$ cat src/rtl/io_port_ctrl.sv
// io_port_ctrl -- CPU-side IO port: TX FIFO toward a UART transmitter, RX pop,
// a free-running cycle counter with a byte-readable snapshot, and a stop/drain/halt FSM.
//
// Optional feature: define IO_PORT_CTRL_RX_EN to enable the UART receive path.
// Without it, rx_rd_out is tied low and reads of 0x30000 return 0x00.
//
// Ports
//   clk_in, rst_in (async, active low), rdy_in (global freeze when low)
//   addr_in/wdata_in/wr_in      CPU bus request (IO region: addr_in[17:16]==2'b11)
//   rdata_out/io_sel_out        registered read byte and IO-access flag
//   io_buffer_full_out          TX FIFO almost full
//   tx_data_out/tx_wr_out       byte and strobe toward the transmitter
//   tx_full_in                  transmitter cannot accept
//   rx_data_in/rx_empty_in      receive byte and empty flag
//   rx_rd_out                   receive pop strobe
//   halt_out                    stopped and fully drained
//   ovf_out                     sticky: push arrived while FIFO full
//
// CNT_INIT sets the value the cycle counter is reset to (0 in normal use);
// it allows the snapshot path to be exercised at arbitrary counter values.

module io_port_ctrl #(
   parameter int          TX_DEPTH  = 8,
   parameter int          AF_MARGIN = 2,
   parameter logic [31:0] CNT_INIT  = 32'h0000_0000
) (
   input  logic        clk_in,
   input  logic        rst_in,
   input  logic        rdy_in,
   input  logic [31:0] addr_in,
   input  logic [7:0]  wdata_in,
   input  logic        wr_in,
   output logic [7:0]  rdata_out,
   output logic        io_sel_out,
   output logic        io_buffer_full_out,
   output logic [7:0]  tx_data_out,
   output logic        tx_wr_out,
   input  logic        tx_full_in,
   input  logic [7:0]  rx_data_in,
   input  logic        rx_empty_in,
   output logic        rx_rd_out,
   output logic        halt_out,
   output logic        ovf_out
);

   localparam int PW = $clog2(TX_DEPTH);
   localparam int CW = PW + 1;

   typedef enum logic [1:0] {ST_RUN, ST_DRAIN, ST_HALTED} state_t;

   state_t         state_q, state_d;
   logic [PW-1:0]  head_q, head_d;
   logic [PW-1:0]  tail_q, tail_d;
   logic [CW-1:0]  count_q, count_d;
   logic [31:0]    cnt_q, cnt_d;
   logic [31:0]    snap_q, snap_d;
   logic [7:0]     rdata_q, rdata_d;
   logic           io_sel_q, io_sel_d;
   logic           ovf_q, ovf_d;

   logic [7:0]     fifo_mem [TX_DEPTH];

   logic           io_hit, io_rd, io_wr;
   logic [2:0]     sub;
   logic           fifo_empty, fifo_full;
   logic           push_req, push, pop;
   logic [7:0]     push_data;
   logic           rx_pop;
   logic [7:0]     rx_byte;

   // Only addr_in[17:16] and addr_in[2:0] take part in the decode.
   wire unused_addr = &{1'b0, addr_in[31:18], addr_in[15:3]};

   assign io_hit = (addr_in[17:16] == 2'b11);
   assign sub    = addr_in[2:0];
   assign io_rd  = rdy_in & io_hit & ~wr_in;
   // Writes are accepted only while running; DRAIN/HALTED ignore the CPU.
   assign io_wr  = rdy_in & io_hit & wr_in & (state_q == ST_RUN);

   assign fifo_empty = (count_q == '0);
   assign fifo_full  = (count_q == CW'(TX_DEPTH));

`ifdef IO_PORT_CTRL_RX_EN
   assign rx_pop  = io_rd & (sub == 3'd0) & ~rx_empty_in;
   assign rx_byte = rx_empty_in ? 8'h00 : rx_data_in;
`else
   wire unused_rx = &{1'b0, rx_data_in, rx_empty_in};
   assign rx_pop  = 1'b0;
   assign rx_byte = 8'h00;
`endif

   // Pop decision uses the registered count, so a byte pushed into an empty
   // FIFO cannot leave before the following cycle.
   assign pop = rdy_in & ~fifo_empty & ~tx_full_in;

   // Data byte 0x00 at 0x30000 is a no-op; the stop write enqueues 0x00.
   assign push_req  = io_wr & (((sub == 3'd0) & (wdata_in != 8'h00)) | (sub == 3'd4));
   assign push_data = (sub == 3'd4) ? 8'h00 : wdata_in;
   // A full FIFO drops the push even if a pop happens in the same cycle.
   assign push      = push_req & ~fifo_full;

   always_comb begin
      head_d   = head_q;
      tail_d   = tail_q;
      count_d  = count_q;
      state_d  = state_q;
      cnt_d    = cnt_q;
      snap_d   = snap_q;
      rdata_d  = rdata_q;
      io_sel_d = io_sel_q;
      ovf_d    = ovf_q;

      if (pop)  head_d = head_q + PW'(1);
      if (push) tail_d = tail_q + PW'(1);
      count_d = count_q + CW'(push) - CW'(pop);

      if (push_req & fifo_full) ovf_d = 1'b1;

      case (state_q)
         ST_RUN:   if (io_wr && sub == 3'd4) state_d = ST_DRAIN;
         ST_DRAIN: if (rdy_in && fifo_empty) state_d = ST_HALTED;
         default:  state_d = ST_HALTED;
      endcase

      if (rdy_in && state_q != ST_HALTED) cnt_d = cnt_q + 32'd1;

      if (rdy_in) io_sel_d = io_hit;

      if (io_rd) begin
         case (sub)
            3'd0:    rdata_d = rx_byte;
            3'd4: begin
               snap_d  = cnt_q;
               rdata_d = cnt_q[7:0];
            end
            3'd5:    rdata_d = snap_q[15:8];
            3'd6:    rdata_d = snap_q[23:16];
            3'd7:    rdata_d = snap_q[31:24];
            default: rdata_d = 8'h00;
         endcase
      end
   end

   always_ff @(posedge clk_in or negedge rst_in) begin
      if (!rst_in) begin
         state_q  <= ST_RUN;
         head_q   <= '0;
         tail_q   <= '0;
         count_q  <= '0;
         cnt_q    <= CNT_INIT;
         snap_q   <= 32'h0;
         rdata_q  <= 8'h00;
         io_sel_q <= 1'b0;
         ovf_q    <= 1'b0;
      end else begin
         state_q  <= state_d;
         head_q   <= head_d;
         tail_q   <= tail_d;
         count_q  <= count_d;
         cnt_q    <= cnt_d;
         snap_q   <= snap_d;
         rdata_q  <= rdata_d;
         io_sel_q <= io_sel_d;
         ovf_q    <= ovf_d;
      end
   end

   // Storage is not reset; emptiness is tracked solely by the pointers/count.
   always_ff @(posedge clk_in) begin
      if (push) fifo_mem[tail_q] <= push_data;
   end

   assign rdata_out          = rdata_q;
   assign io_sel_out         = io_sel_q;
   assign io_buffer_full_out = (count_q >= CW'(TX_DEPTH - AF_MARGIN));
   // Strobes are gated by rst_in so they vanish the instant reset asserts.
   assign tx_wr_out          = pop & rst_in;
   assign tx_data_out        = tx_wr_out ? fifo_mem[head_q] : 8'h00;
   assign rx_rd_out          = rx_pop & rst_in;
   assign halt_out           = (state_q == ST_HALTED);
   assign ovf_out            = ovf_q;

endmodule

$ cat config.mk
export PLATFORM = sky130hd
export DESIGN_NAME = io_port_ctrl
export DESIGN_NICKNAME = d
export VERILOG_FILES = /design/src/rtl/io_port_ctrl.sv
export SDC_FILE = /design/constraint.sdc
export NUM_CORES = 1
export LEC_CHECK = 0
export CAP_MARGIN = 30
export CORE_MARGIN = 1
export CORE_UTILIZATION = 60
export DETAILED_ROUTE_END_ITERATION = 8
export GPL_TIMING_DRIVEN = 0
export MAX_ROUTING_LAYER = met4
export PLACE_DENSITY = 0.83
export SETUP_SLACK_MARGIN = 0.02
export SYNTH_ARGS = -nofsm -noshare
export SYNTH_HDL_FRONTEND = slang
export SYNTH_SLANG_ARGS = --single-unit
$ cat constraint.sdc
create_clock -name clk_in -period 7.07 [get_ports clk_in]
set_input_delay 1.414 -clock clk_in [delete_from_list [all_inputs] [get_ports clk_in]]
set_output_delay 1.414 -clock clk_in [all_outputs]
set_load 0.01 [all_outputs]
== Word-level counts from Yosys, hierarchy flattened ==
Memory sizes are Yosys's and may differ from the RTL's.
Index checks and enable logic that the tools add are counted.

* Memories: 1
* Bits in writable memories: 64
* Word-level logic and storage cells: 60
* Input bits: 54
* Flip-flop bits (word level): 86

{| class="wikitable"
|+ Memories
! memory !! depth !! bits a word !! read ports !! clocked after Yosys merged registers in !! write ports !! RTL line !! text
|-
| fifo_mem || 8 || 8 || 1 || 0 || 1 || 61 || <nowiki>logic [7:0] fifo_mem [TX_DEPTH];</nowiki>
|}

* $lt $le $gt $ge: 1
* Equal/unequal tests: 11
* Bitwise logic cells: 16
* Add/sub/neg operators: 5
* Reduce and logical (&&, ||, !) cells: 9
* Muxes and demuxes: 8

{| class="wikitable"
|+ Operators with widths
! kind !! number
|-
| $add 32x1->32 const B || 1
|-
| $pmux 8 s4 || 1
|-
| $mux 8 || 2
|-
| $eq 3x3->1 const B || 4
|-
| $and 1x1->1 || 11
|-
| $reduce_bool 8->1 || 1
|-
| $add 3x1->3 const B || 2
|-
| $add 4x1->4 || 1
|-
| $eq 2x2->1 const B || 2
|-
| $eq 4x4->1 const B || 1
|-
| $ge 4x3->1 const B || 1
|-
| $logic_not 4->1 || 1
|-
| $mux 2 || 2
|-
| $ne 2x2->1 const B || 2
|-
| $not 1->1 || 4
|-
| $pmux 2 s2 || 1
|-
| $reduce_and 2->1 || 2
|-
| $sub 4x1->4 || 1
|-
| $logic_and 1x1->1 || 3
|-
| $logic_not 3->1 || 1
|-
| $eq 2x1->1 const B || 1
|-
| $logic_not 2->1 || 1
|-
| $mux 1 || 2
|-
| $ne 2x1->1 const B || 1
|-
| $or 1x1->1 || 1
|}

== Depth between registers and ports, before layout ==
* Word-level depth: 8
* Gate-level depth with buffers: 10

== Least setup slack after synthesis ==
Ideal clock, no wire load.

* Path type: input to output
* Start: input port rdy_in
* End: output port tx_data_out[0]
* Data arrival time: 2.302 ns
* Stages on the path: 5
* Path buffers: 1
* Path slack: 3.354 ns
* Cell sequence: buf_6 -> nand2b_1 -> a21oi_1 -> nand2_1 -> nor2_1

* Word-level cells in the longest chain between the ends: 4

{| class="wikitable"
|+ RTL lines
! what !! RTL line !! text
|-
| start: declaration || 29 || <nowiki>input logic rdy_in,</nowiki>
|-
| $and 1x1->1 (2 in a row) || 94 || <nowiki>assign pop = rdy_in & ~fifo_empty & ~tx_full_in;</nowiki>
|-
| net pop || 66 || <nowiki>logic push_req, push, pop;</nowiki>
|-
| $and 1x1->1 || 177 || <nowiki>assign tx_wr_out = pop & rst_in;</nowiki>
|-
| $mux 8 || 178 || <nowiki>assign tx_data_out = tx_wr_out ? fifo_mem[head_q] : 8'h00;</nowiki>
|-
| end: declaration || 36 || <nowiki>output logic [7:0] tx_data_out,</nowiki>
|}

The timed path passes the listed nets, and every way through them passes these cells.

== Worst setup path after layout ==
* Start: input port tx_full_in
* End: output port tx_data_out[0]

* Word-level cells in the longest chain between the ends: 4

{| class="wikitable"
|+ RTL lines
! what !! RTL line !! text
|-
| start: declaration || 38 || <nowiki>input logic tx_full_in,</nowiki>
|-
| $not 1->1 || 94 ||
|-
| $and 1x1->1 || 94 ||
|-
| net pop || 66 ||
|-
| $and 1x1->1 || 177 ||
|-
| $mux 8 || 178 ||
|}

The timed path passes the listed nets, and every way through them passes these cells.

==> run summary <==
The run finished with clean final reports. The number of nets in the synthesized netlist is 495. The routed design has 13.0 mm of wire. The depth of the CTS H-tree was 4; the final hold slack was 0.474 ns. The number of placed I/O pins was 76; the via count of the first global-routing pass was 3982. Measured along the y axis, the die boundary spans 104 um. The peak clock frequency supported by timing came out at 207 MHz. The number of slew-limit violations in the final report came out at 0.

Multi-input logic area: 2220 um2. Clock period minus final worst setup slack: 4.82 ns. Max-cap violations in this run came to 0. The first global-routing pass estimated 21.4 mm of wire. VDD sags by at most 174 uV. From left edge to right edge, the die measures 104 um.

The clock arrives with 0.00860 ns of skew. Yosys attributes the largest share of cell area to dfrtp_1 (31%), edfxtp_1 (31%), mux4_2 (5.8%). TritonCTS built the clock tree. The type of origin of the critical path was an input pin.

In the routed layout, each cell is associated on average with a via count of 5.94. The cell sitting at the root of the clock tree is a clkbuf_8. Across the whole layout, storage elements account for 3870 um2.

The floorplan step defined a core boundary enclosing 9950 um2. The run gives 0 as the number of setup buffers added after CTS. Entering global routing, the biggest net connects 64 pins. The count of nets after finishing is 551, and the number of buffers between clock root and the deepest sink is 2. The data arrival at the endpoint of the critical path was 3.41 ns; the die area was 10800 um2. The row count is 36, and the area fraction of the dominant cell type after synthesis is 31.2%. Fraction of the cycle the final worst path needs: 68.2%. After clock tree synthesis, the clock-pin slew on the worst setup and hold paths is 0.06 ns.

The transition time of the tightest slew-check pin is 0.923 ns. Measured against its own limit, the worst slew margin works out to 38.2%. Fill cells in the final layout number 610. For the area of the mapped netlist, the log shows 6250 um2.

Synthesis handed over a netlist of 430 instances. The fraction of final layout cells sized beyond drive strength 1 works out to 18.8%. The average size of a mapped cell is 14.5 um2, and the mean routed wirelength per cell is 20.6 um. The async set-reset flop share out of synthesis is 54.9%, and the post-route antenna net violation count is 0. The logs give 5.66 ns for the required time of the critical path and 8.66 mm for the detailed placement HPWL.

The worst setup path is captured at a primary output. The number of synthesized flops with an enable pin works out to 64. The first-pass iteration count of the detailed router was 4. Counting instances in the post-synthesis netlist gives the leading cell types as dfrtp_1 (78), edfxtp_1 (64), nand2_1 (33).

For this configuration, the core starts out at a cell density of 62.8%. The number of buffers inserted during clock tree synthesis was 17; the overall routing resource usage was 27.4%. The number of input and output port buffers inserted came out at 34. Along the worst path, the maximum fanout reaches 9. Buffers inserted to repair hold after CTS numbered 0. Among all cell types in the netlist, the one instantiated most often is dfrtp_1. Relative to the synthesized area, the layout overhead comes to 19.7%.

Clock latency on the worst-skew pair, taken at its later pin, is 0.53 ns. The analysis attributes to cell leakage a power of 0.00325 uW. OpenSTA, run right after detailed placement, puts the worst setup slack at 2.19 ns. Setup repair after global routing left no endpoint under its margin. The path category of the worst min-delay check was reg2reg.

For the DRC violations left, the log shows 0. The placer congestion estimate is 0.802, and the violation count after the first detailed-routing iteration is 196. The most common flop cell mapped by yosys was dfrtp_1. Clock tree synthesis found a total of 142 sinks. After clock tree synthesis, the repair step resized 0 gates. In the post-route analysis, the smallest setup slack over all paths is 2.25 ns. The total power divided by cell area is 334 nW/um2, and the count of different cell masters after synthesis is 43. For this run the aggregate overflow at the end of global routing stands at 0. Summing over every cut layer, the via total after detailed routing is 3756. The tools report the number of hold-slack violations in the final timing report as 0. After synthesis the netlist holds a flip-flop and latch count of 142. By startpoint and endpoint, the worst setup path is classified as in2out. The number of warning messages in the yosys log was 0.

The share of the Yosys chip area taken by registers is 62.0%. Setup violations remaining at the end of the flow were counted as 0. The biggest area contributor in the post-synthesis netlist is dfrtp_1. For the initial antenna violation count, the log shows 0. The repair_antennas step left the layout with diodes totalling 0.
[report_power, final]
group	total, uW	internal, uW	switching [uW]
combinational	488	244	244
clock	1030	682	344
sequential	982	926	55.9
total	2500	1850	643
[worst max-delay path: stages]
cell,delay (ns)
clkdlybuf4s50_1,0.39
nand2b_1,0.15
a21oi_1,0.41
nand2_1,0.32
nor2_1,0.17
clkdlybuf4s50_1,0.55
[path summary, 6_finish.rpt]
| check | startpoint | to | slack (ns) | cells after the start |
|---|---|---|---|---|
| max in group asynchronous | rst_in | count_q[0] | 5.74 | 2 |
| setup / recovery | tx_full_in | tx_data_out[0] | 2.25 | 6 |
| min in group asynchronous | rst_in | cnt_q[7] | 0.75 | 1 |
| hold reg to reg | ovf_out | ovf_out | 0.47 | 1 |
| hold / removal | ovf_out | ovf_out | 0.47 | 1 |
| setup reg to reg | state_q[1] | count_q[2] | 4.49 | 9 |
[metrics by stage]
step	cell area [um2]	cells	setup TNS [ns]	util (%)	total power, uW
final	7480	632	0	75.1	2500
after global routing	7480	632	0	75.1	2600
after CTS	7480	632	0	75.1	2510
after detailed placement	6800	600	0	68.3	1480
after global placement	6760	597	-3.76	67.9	1450
after floorplan	6250	430	0	-	1330
[cell type report]
type / count / area share, %
Sequential cell: 142 / 51.8
Multi-Input combinational cell: 256 / 29.7
Inverter: 15 / 0.753
Buffer: 17 / 1.32
Tap cell: 133 / 2.22
Timing Repair Buffer: 37 / 5.09
Clock buffer: 18 / 5.59
Clock inverter: 14 / 3.53
[kinds of logic (layout without fill, tap and decap cells)]
family	after synthesis	count (layout)	share of synthesized area, %
other cells	1	1	0.0600
mux	59	59	15.3
flops	142	142	62.0
simple gates	140	140	11.5
xor+xnor	37	37	5.18
compound gates	8	8	1.10
buf+inv	32	101	2.48
fa+ha+maj	11	11	2.32
[cell usage in the layout (no fill, tap or decap), drive strengths merged, types with 4 or more instances in the layout]
| master | instances |
|---|---|
| nor3 | 10 |
| mux2 | 27 |
| dfrtp | 78 |
| nand3 | 22 |
| edfxtp | 64 |
| nand4 | 6 |
| clkbuf | 24 |
| nor4 | 15 |
| xnor2 | 10 |
| nand2 | 35 |
| clkdlybuf4s50 | 33 |
| bufinv | 7 |
| nor2 | 24 |
| inv | 16 |
| nor2b | 8 |
| and3 | 5 |
| buf | 15 |
| ha | 10 |
| xor2 | 27 |
| mux2i | 8 |
| and4 | 4 |
| mux4 | 24 |
| clkinv | 6 |
| nand2b | 4 |
[registers in the layout, indices dropped and copies added (netlist names), 2 cells and up]
| signal | count |
|---|---|
| state_q | 2 |
| cnt_q | 32 |
| rdata_out | 8 |
| snap_q | 24 |
| fifo_mem | 64 |
| head_q | 3 |
| count_q | 4 |
| tail_q | 3 |
[per-layer routing]
layer / track usage [%] / wire (um)
met5: - / 0
met4: 11.0 / 160
met3: 6.95 / 583
met2: 44.9 / 7000
met1: 32.9 / 5250
No activity file was read; power rests on OpenSTA's default activity.
